==> src/rtl/serial_comp_pkg.sv <==
// Shared types for the serial two's-complement sequencer.
package serial_comp_pkg;

    typedef enum logic [1:0] {
        IDLE,
        SHIFT,
        DONE
    } state_t;

    typedef logic mode_t;

    localparam int MAX_WIDTH = 32;

    // Most-negative two's-complement pattern for a w-bit word.
    function automatic logic [MAX_WIDTH-1:0] most_neg(input int w);
        return MAX_WIDTH'(1) << (w - 1);
    endfunction

endpackage

==> src/rtl/serial_twos_core.sv <==
// Bit-serial two's-complement core: copy up to the first 1, invert after it.
module serial_twos_core
    import serial_comp_pkg::*;
(
    input  logic  clk,
    input  logic  rst,
    input  logic  clr,
    input  logic  bit_in,
    input  mode_t sel,
    output logic  bit_out
);

    logic seen_q;
    logic seen_d;

    always_comb begin
        seen_d = seen_q | bit_in;
        if (clr) begin
            seen_d = 1'b0;
        end
    end

    always_ff @(posedge clk) begin
        if (!rst) begin
            seen_q <= 1'b0;
        end else begin
            seen_q <= seen_d;
        end
    end

    assign bit_out = (sel && seen_q) ? ~bit_in : bit_in;

endmodule

==> src/rtl/serial_comp_ctrl.sv <==
// Word-level sequencer streaming operands LSB-first through serial_twos_core.
module serial_comp_ctrl
    import serial_comp_pkg::*;
#(
    parameter  int WIDTH = 8,
    localparam int CNT_W = $clog2(WIDTH)
) (
    input  logic             clk,
    input  logic             rst,
    input  logic             in_valid,
    output logic             in_ready,
    input  logic [WIDTH-1:0] in_data,
    input  logic             in_negate,
    output logic             out_valid,
    input  logic             out_ready,
    output logic [WIDTH-1:0] out_data,
    output logic             out_ovf,
    output logic             busy
);

    localparam logic [WIDTH-1:0] MOST_NEG = WIDTH'(most_neg(WIDTH));
    localparam logic [CNT_W-1:0] LAST     = CNT_W'(WIDTH - 1);

    state_t           state_q, state_d;
    logic [WIDTH-1:0] shreg_q, shreg_d;
    logic [WIDTH-1:0] result_q, result_d;
    logic [CNT_W-1:0] cnt_q, cnt_d;
    mode_t            mode_q, mode_d;
    logic             ovf_q, ovf_d;
    logic             out_valid_q, out_valid_d;
    logic             core_clr;
    logic             core_bit;

    serial_twos_core u_core (
        .clk     (clk),
        .rst     (rst),
        .clr     (core_clr),
        .bit_in  (shreg_q[0]),
        .sel     (mode_q),
        .bit_out (core_bit)
    );

    assign in_ready  = (state_q == IDLE) && rst;
    assign busy      = (state_q != IDLE);
    assign out_valid = out_valid_q;
    assign out_data  = result_q;
    assign out_ovf   = ovf_q;

    always_comb begin
        state_d     = state_q;
        shreg_d     = shreg_q;
        result_d    = result_q;
        cnt_d       = cnt_q;
        mode_d      = mode_q;
        ovf_d       = ovf_q;
        out_valid_d = out_valid_q;
        core_clr    = 1'b0;
        unique case (state_q)
            IDLE: begin
                if (in_valid && in_ready) begin
                    shreg_d  = in_data;
                    mode_d   = in_negate;
                    ovf_d    = in_negate && (in_data == MOST_NEG);
                    cnt_d    = '0;
                    core_clr = 1'b1;
                    state_d  = SHIFT;
                end
            end
            SHIFT: begin
                shreg_d  = shreg_q >> 1;
                result_d = {core_bit, result_q[WIDTH-1:1]};
                cnt_d    = cnt_q + CNT_W'(1);
                if (cnt_q == LAST) begin
                    state_d     = DONE;
                    out_valid_d = 1'b1;
                end
            end
            DONE: begin
                if (out_ready) begin
                    state_d     = IDLE;
                    out_valid_d = 1'b0;
                end
            end
            default: begin
                state_d = IDLE;
            end
        endcase
    end

    always_ff @(posedge clk) begin
        if (!rst) begin
            state_q     <= IDLE;
            shreg_q     <= '0;
            result_q    <= '0;
            cnt_q       <= '0;
            mode_q      <= 1'b0;
            ovf_q       <= 1'b0;
            out_valid_q <= 1'b0;
        end else begin
            state_q     <= state_d;
            shreg_q     <= shreg_d;
            result_q    <= result_d;
            cnt_q       <= cnt_d;
            mode_q      <= mode_d;
            ovf_q       <= ovf_d;
            out_valid_q <= out_valid_d;
        end
    end

endmodule

==> config.mk <==
export PLATFORM = sky130hd
export DESIGN_NAME = serial_comp_ctrl
export DESIGN_NICKNAME = d
export VERILOG_FILES = /design/src/rtl/serial_comp_pkg.sv /design/src/rtl/serial_twos_core.sv /design/src/rtl/serial_comp_ctrl.sv
export SDC_FILE = /design/constraint.sdc
export NUM_CORES = 1
export LEC_CHECK = 0
export CORE_MARGIN = 3
export CORE_UTILIZATION = 65
export CTS_CLUSTER_SIZE = 24
export DETAILED_ROUTE_END_ITERATION = 8
export DONT_BUFFER_PORTS = 1
export GPL_TIMING_DRIVEN = 1
export PLACE_DENSITY = 0.82
export SYNTH_ARGS = -nofsm -noshare
export SYNTH_HDL_FRONTEND = slang
export SYNTH_HIERARCHICAL = 1
export SYNTH_SLANG_ARGS = --single-unit
==> constraint.sdc <==
create_clock -name clk -period 3.21 [get_ports clk]
set_clock_uncertainty 0.1 [all_clocks]
set_input_delay 0.8025 -clock clk [delete_from_list [all_inputs] [get_ports clk]]
set_output_delay 0.8025 -clock clk [all_outputs]
set_load 0.01 [all_outputs]
# ---- Word-level counts from Yosys, hierarchy flattened
# Cells that the tools add are included.
dict set report op_classes {
  muxes 14
  bitwise_logic 3
  n_reduce_logical 13
  n_addsub 1
  eq_ne 7
}
# op count
set ops {}
lappend ops {{case mux 8 bit (2 select lines)} 1}
lappend ops {{equality test 8 bit (second input constant)} 1}
lappend ops {{2-to-1 mux 8 bit} 1}
lappend ops {{2-to-1 mux 2 bit} 3}
lappend ops {{case mux 2 bit (3 select lines)} 1}
lappend ops {{case mux 3 bit (2 select lines)} 1}
lappend ops {{AND reduction 3 bit} 2}
lappend ops {{nonzero test 2 bit} 3}
lappend ops {{2-to-1 mux 1 bit} 5}
lappend ops {{logical AND 1 bit} 4}
lappend ops {{inequality test 2 bit (second input constant)} 2}
lappend ops {{AND reduction 2 bit} 2}
lappend ops {{adder 3 x 1 -> 3 bit (second input constant)} 1}
lappend ops {{equality test 3 bit (second input constant)} 1}
lappend ops {{2-to-1 mux 3 bit} 1}
lappend ops {{equality test 2 x 1 -> 1 bit (second input constant)} 1}
lappend ops {{equality test 2 bit (second input constant)} 1}
lappend ops {{zero test 2 bit} 1}
lappend ops {{inequality test 2 x 1 -> 1 bit (second input constant)} 1}
lappend ops {{inverter 1 bit} 2}
lappend ops {{case mux 1 bit (2 select lines)} 1}
lappend ops {{OR reduction 2 bit} 1}
lappend ops {{bitwise OR 1 bit} 1}
dict set report word_totals {
  wordCells 46
  output_inout_bits 12
  in_bits 13
  regBits 25
}

# ---- Logic depth before layout (Yosys ltp)
# Gate-level depths: netlist of the first run.
dict set report depth {
  ltp_word 6
  mapped_depth 5
  ltp_nobuf 5
}

# ---- By module
# Netlist of the first run, hierarchy kept.
# mod area_per_inst_um2 seq_area_each_um2 instances cells_per_inst
set modules_own_cells {}
lappend modules_own_cells {serial_comp_ctrl 1094.8 480.5 1 119}
lappend modules_own_cells {serial_twos_core 48.8 20.0 1 5}

# ---- Least setup slack after synthesis of the first run
# Ideal clock, no wire load.
dict set report synth_path {
  kind {input to output}
  from {input port rst}
  to {output port in_ready}
  path_buffers 0
  setup_slack_ps 1244
  t_arrival_ps 1064
  stages 1
  required_ps 2308
  cell_sequence {nor3b_2}
}
dict set report synth_via {
  elab_chain_len 1
}
# item line
set synth_lines {}
lappend synth_lines {{from (decl)} serial_comp_ctrl.sv:9} ;# input logic rst,
lappend synth_lines {{logical AND 1 bit} serial_comp_ctrl.sv:43} ;# assign in_ready = (state_q == IDLE) && rst;
lappend synth_lines {{to (decl)} serial_comp_ctrl.sv:11} ;# output logic in_ready,
# Every way passes these cells.

# ---- Worst setup path in the final report of the first run
dict set report layout_path {
  from {register state_q[0]}
  to {output port busy}
}
dict set report layout_via {
  elab_chain_len 1
}
# item line
set layout_lines {}
lappend layout_lines {{from (decl)} serial_comp_ctrl.sv:24} ;# state_t state_q, state_d;
lappend layout_lines {{from (signal assigned)} serial_comp_ctrl.sv:100} ;# state_q <= state_d;
lappend layout_lines {{nonzero test 2 bit} serial_comp_ctrl.sv:44} ;# assign busy = (state_q != IDLE);
lappend layout_lines {{to (decl)} serial_comp_ctrl.sv:18} ;# output logic busy
# Every way passes these cells.

==> results of run 1 <==
-- synthesized netlist by cell type, drive strengths merged --
library cell   n  area share
nand2         30       0.098
o21ai          1      0.0044
inv            2      0.0066
and2           1      0.0055
o211a          7       0.061
nand4b         1      0.0077
or2            1      0.0055
xnor2          1      0.0077
nor3b          4       0.035
a21oi          2      0.0088
o21ba          1      0.0088
nand2b         2       0.011
clkbuf         2      0.0066
mux2i          8       0.070
nand3          5       0.022
nand4bb        1      0.0098
ha             2       0.022
nor4b          2       0.015
and3           1      0.0055
nor2           3      0.0098
dfxtp         25        0.44
o21a           2       0.013
buf            7       0.043
o2bb2ai        1      0.0077
a21boi        11       0.072
nor2b          1      0.0055
-- power breakdown --
| part | switching (mW) | leakage [nW] | internal [mW] |
|---|---|---|---|
| combinational | 0.0228 | 0.260 | 0.0250 |
| sequential | 0.0131 | 0.204 | 0.324 |
| clock | 0.0974 | 0.0139 | 0.0477 |
| total | 0.133 | 0.478 | 0.396 |
-- worst max path at each step --
stage,endpoint,cells after the start,from
6_report,busy,1,state_q[0]
5_1_grt,busy,1,state_q[0]
4_1_cts,busy,1,state_q[0]
3_5_place_dp,in_ready,1,rst
3_3_place_gp,in_ready,1,rst
2_1_floorplan,in_ready,1,rst
-- per-layer routing --
metal	share of wire	vias to the layer above	GRT usage	wire [um]
li1	-	416	-	-
met1	0.46	358	0.2308	901
met2	0.48	17	0.3008	934
met3	0.053	2	0.05263	103
met4	0.0026	0	0.06452	5
met5	0	-	0	0
-- placed cells by master, fill, tap and decap left out, types with 3 or more instances in the layout --
master	instances
nor2_1	3
clkbuf_4	3
o211a_1	7
a21boi_0	10
nand3_1	5
mux2i_1	8
nand2_1	30
dfxtp_1	25
-- state kept, by name, indices dropped and copies added, names as in the netlist --
signal	count
cnt_q	3
mode_q	1
out_data	8
out_ovf	1
out_valid	1
shreg_q	8
state_q	2
u_core/seen_q	1
-- cell families (layout without fill, tap and decap cells) --
group	count (synthesis)	in the layout
AND/OR/NAND/NOR	52	52
AO/OA/AOI/OAI	25	25
flip-flops	25	25
buffers and inverters	11	6
multiplexers	8	8
adder cells (fa/ha/maj)	2	2
XOR/XNOR	1	1
-- area by class of cell --
type                       instances  area [sq um]
clock buffer                       3         22.52
clock inverter                     1         7.507
fill                             130         439.2
inverter                           2         7.507
multi-input combinational         88         579.3
sequential                        25         500.5
tap                               16         20.02
-- per-stage QoR --
stage / total power [mW] / setup slack, ns
after floorplan: 0.3908 / 1.244
after global placement: 0.3884 / 1.219
after detailed placement: 0.3917 / 1.210
after CTS: 0.5332 / 0.9119
after global routing: 0.5531 / 0.8127
final: 0.5296 / 0.9222
==> reports/metrics.cfg, run 1 <==
[final_layout]
final_nets = 135
area_growth_pct = -0.5471
diodes = 0
fin_area_sq_um = 1137
drive_gt1_frac = 0.06723
final_util = 0.7214
final_cells = 135

[timing]
rsz0062_at_grt = no
setup_viol = 0
whs_ns = 0.3644
tns_ns = 0
fin_crit_ns = 2.288
worstMarginPinSlew_ns = 0.7231
maxSlewHeadroom = 0.5173
finalCritPeriodShare = 0.7127
hold_viol = 0
slew_viol_final = 0
fmax_mhz = 437.1

[synthesis]
synthSimpleGateAreaFrac = 0.2309
syn_nets = 139
synth_compound_area_frac = 0.1761
synthMuxAreaShare = 0.07002
synth_cells = 124
synth_top_family_by_area = simple AND/OR/NAND/NOR gates
synth_seq_area_share = 0.4376
synthesis.area_sq_um = 1144
synth_adder_area_share = 0.02188
synth_xor_area_frac = 0.007659
ys_types = 30
avgSynthCellArea_sq_um = 9.223
ys_warn_count = 6
synth-seq-cells = 25

[setup_path]
slowest_stage = dfxtp_1
crit_type = flop to output port
ff2ff_path_depth = 3
crit_buf_inv = 0
path_delay_family = flip-flops
startpoint_type = flop
end_kind = output port
crit_chain = or2_2
crit_arrival_ns = 1.39
max_stage_delay_ns = 0.81
r2r_end = cnt_q[0]
worstPathMaxFanout = 18
r2r_slack_ns = 1.29
required_ns = 2.31
r2r-start = state_q[0]

[floorplan]
dieArea_sq_um = 2299
die_h_um = 47.95
fp.coreArea_sq_um = 1577
rows = 14
die_w_um = 47.95
io_pins = 25
start_util = 0.7254

[placed_design]
post-place-cells = 131
place_congestion = 0.7419
io_buffer_count = 0
dp_hpwl_um = 1391
placedInstanceArea_sq_um = 1107

[power]
ir_worst_vdd_uv = 383.6
total_leakage_power_nw = 0.4781
powerDensity_nw_per_um2 = 465.7

[grt]
grt-ovfl-total = 0
antenna_found_initial = 0
grt_max_degree = 29
grt_pass1_vias = 671
grt_usage = 0.1843
grt_pass1_wl_um = 2960

[min_path]
hold_path.class = flop to flop
min_to = shreg_q[7]
holdPathStages = 2
hold_start = shreg_q[7]

[drt]
drc_errors = 0
drt_pre_antenna_iters = 6
wl_per_cell_um = 14.39
vias = 793
routed_via_density = 5.874
postRouteWirelength_um = 1943
antenna_left = 0
first_iter_violations = 11

[clock_network]
clock_latency_ns = 0.33
cts_setup_buffers = 0
cts_buffers = 3
ctsHoldBuffers = 0
clock-sinks = 25
cts_tree = yes
clockBufferDepth = 2
ctsResizeCount = 0
root_buffer = clkbuf_4
clk_pin_slew_ns = 0.13
htreeDepth = 1

[job]
maxCapViolCount = 0

[run_status]
status = finished, final reports clean

Power figures use the tool's default switching activity.
==> run 2: changes to the inputs <==
--- a/config.mk
+++ b/config.mk
@@ -5,13 +5,14 @@
 export SDC_FILE = /design/constraint.sdc
 export NUM_CORES = 1
 export LEC_CHECK = 0
+export CORE_ASPECT_RATIO = 0.7
 export CORE_MARGIN = 3
-export CORE_UTILIZATION = 65
+export CORE_UTILIZATION = 60
 export CTS_CLUSTER_SIZE = 24
 export DETAILED_ROUTE_END_ITERATION = 8
 export DONT_BUFFER_PORTS = 1
 export GPL_TIMING_DRIVEN = 1
-export PLACE_DENSITY = 0.82
+export PLACE_DENSITY = 0.77
 export SYNTH_ARGS = -nofsm -noshare
 export SYNTH_HDL_FRONTEND = slang
 export SYNTH_HIERARCHICAL = 1
==> constraint.sdc (replaced) <==
create_clock -name clk -period 2.3 [get_ports clk]
set_clock_uncertainty 0.1 [all_clocks]
set_input_delay 0.575 -clock clk [delete_from_list [all_inputs] [get_ports clk]]
set_output_delay 0.575 -clock clk [all_outputs]
set_load 0.01 [all_outputs]
==> run 2 against run 1 <==
Compared with the run above: cell area up 1.5%; die area up 7.6%; combinational power up 47%; worst hold slack worse by 0.098 ns; global-route usage up 0.099 points; setup slack worse by 0.69 ns; register-to-register slack worse by 0.71 ns; largest power group unchanged.
==> reports/metrics.cfg, run 2 (same netlist as run 1, synthesis figures left out) <==
[min_path]
hold_path.class = primary input to flop
holdPathStages = 2  ; unchanged

[final_layout]
drive_gt1_frac = 0.07438  ; +0.007153
mostFrequentLayoutCells = 30 x nand2_1, 25 x dfxtp_1, 10 x a21boi_0
final_nets = 137  ; +1.5%
final_cells = 142  ; +5.2%
area_growth_pct = 0.9849
final_common_cell = nand2_1
fillers = 149  ; +15%
diodes = 0  ; unchanged

[clock_network]
clock_latency_ns = 0.31  ; -0.02 ns
cts_tree = yes
clock-sinks = 25  ; unchanged
clockBufferDepth = 2  ; unchanged
cts_setup_buffers = 0  ; unchanged
ctsHoldBuffers = 0  ; unchanged
root_buffer = clkbuf_4
htreeDepth = 1  ; unchanged
cts_buffers = 3  ; unchanged
ctsResizeCount = 0  ; unchanged
clk_pin_slew_ns = 0.13  ; about the same

[placed_design]
dp_hpwl_um = 1467  ; +5.4%
pre_cts_slack_ns = 0.5928  ; -0.6169 ns
place_congestion = 0.6941  ; -6.4%
io_buffer_count = 0  ; unchanged
post-place-cells = 138  ; +5.3%

[setup_path]
ff2ff_path_depth = 3  ; unchanged
slowest_stage = dfxtp_1
max_stage_delay_ns = 0.82  ; about the same
path_delay_family = flip-flops
crit_type = flop to output port
required_ns = 1.62  ; -0.69 ns
startpoint_type = flop
end_kind = output port
worst-path-stages = 1  ; unchanged
crit_buf_inv = 0  ; unchanged
crit_arrival_ns = 1.39  ; about the same
worstPathMaxFanout = 18  ; unchanged
crit_chain = or2_2

[grt]
grt_pass1_wl_um = 3594  ; +21%
grt_usage = 0.1853  ; +0.0009928
grt_max_degree = 29  ; unchanged
antenna_found_initial = 0  ; unchanged
grt_pass1_vias = 849  ; +27%
grt-ovfl-total = 0  ; unchanged

[drt]
drt_pre_antenna_iters = 4  ; -2
routed_via_density = 5.796  ; -1.3%
wl_per_cell_um = 14.31  ; -0.57%
first_iter_violations = 29  ; +18
antenna_left = 0  ; unchanged
drc_errors = 0  ; unchanged
postRouteWirelength_um = 2032  ; +4.6%
vias = 823  ; +3.8%

[floorplan]
fp.coreArea_sq_um = 1682  ; +6.7%
die_w_um = 58.18  ; +21%
die_h_um = 42.53  ; -11%
io_pins = 25  ; unchanged
rows = 12  ; -2
dieArea_sq_um = 2474  ; +7.6%
start_util = 0.6801  ; -0.04534

[timing]
whs_ns = 0.2661  ; -0.09833 ns
tns_ns = 0  ; unchanged
finalCritPeriodShare = 0.8995
setup_viol = 0  ; unchanged
fmax_mhz = 483.4
hold_viol = 0  ; unchanged
fin_crit_ns = 2.069
slew_viol_final = 0  ; unchanged
worstMarginPinSlew_ns = 0.7359  ; +0.01280 ns
setup_slack_ns = 0.2312  ; -0.6910 ns
maxSlewHeadroom = 0.5087  ; -0.008543
rsz0062_at_grt = no

[power]
ir_worst_vdd_uv = 482.8  ; +26%
powerDensity_nw_per_um2 = 632.6  ; +36%
total_leakage_power_nw = 0.4887  ; +2.2%

[job]
maxCapViolCount = 0  ; unchanged

[run_status]
status = finished, final reports clean

[run 2: cell count changes in the layout (fill, tap and decap cells not counted), sizes merged]
cell      delta
clkinvlp     -1
buf          +2
clkbuf       +1
[run 2: layer usage]
layer  global-route usage  routed length, um  vias to the layer above
met5                    0                  0                        -
met2               0.3086                925                       15
met3              0.08000                141                        2
li1                     -                  -                      417
met4              0.02778                 11                        0
met1               0.2249                954                      389
[run 2: path summary, 6_finish.rpt]
path              slack, ns        from          to
hold reg to reg        0.36  shreg_q[7]  shreg_q[7]
setup / recovery       0.23  state_q[0]        busy
hold / removal         0.27         rst  shreg_q[7]
setup reg to reg       0.58  state_q[0]    cnt_q[0]
[run 2: area by class of cell]
| class | count | area (sq um) | area share |
|---|---|---|---|
| tap | 21 | 26.28 | 0.02275 |
| timing repair buffer | 2 | 15.01 | 0.01300 |
| multi-input combinational | 88 | 579.3 | 0.5016 |
| inverter | 2 | 7.507 | 0.006501 |
| clock buffer | 4 | 26.28 | 0.02275 |
| sequential | 25 | 500.5 | 0.4334 |
[run 2: power by group]
group	switching, mW	internal [mW]
clock network	0.123	0.0678
logic	0.0326	0.0378
registers	0.0183	0.451
total	0.173	0.557
[run 2: through the flow]
step | util | power, mW | instance area, sq um
3_5_place_dp | 0.6711 | 0.5506 | 1129
6_report | 0.6868 | 0.7306 | 1155
3_3_place_gp | 0.6711 | 0.5471 | 1129
4_1_cts | 0.6868 | 0.7400 | 1155
5_1_grt | 0.6868 | 0.7650 | 1155
2_1_floorplan | - | 0.5454 | 1144
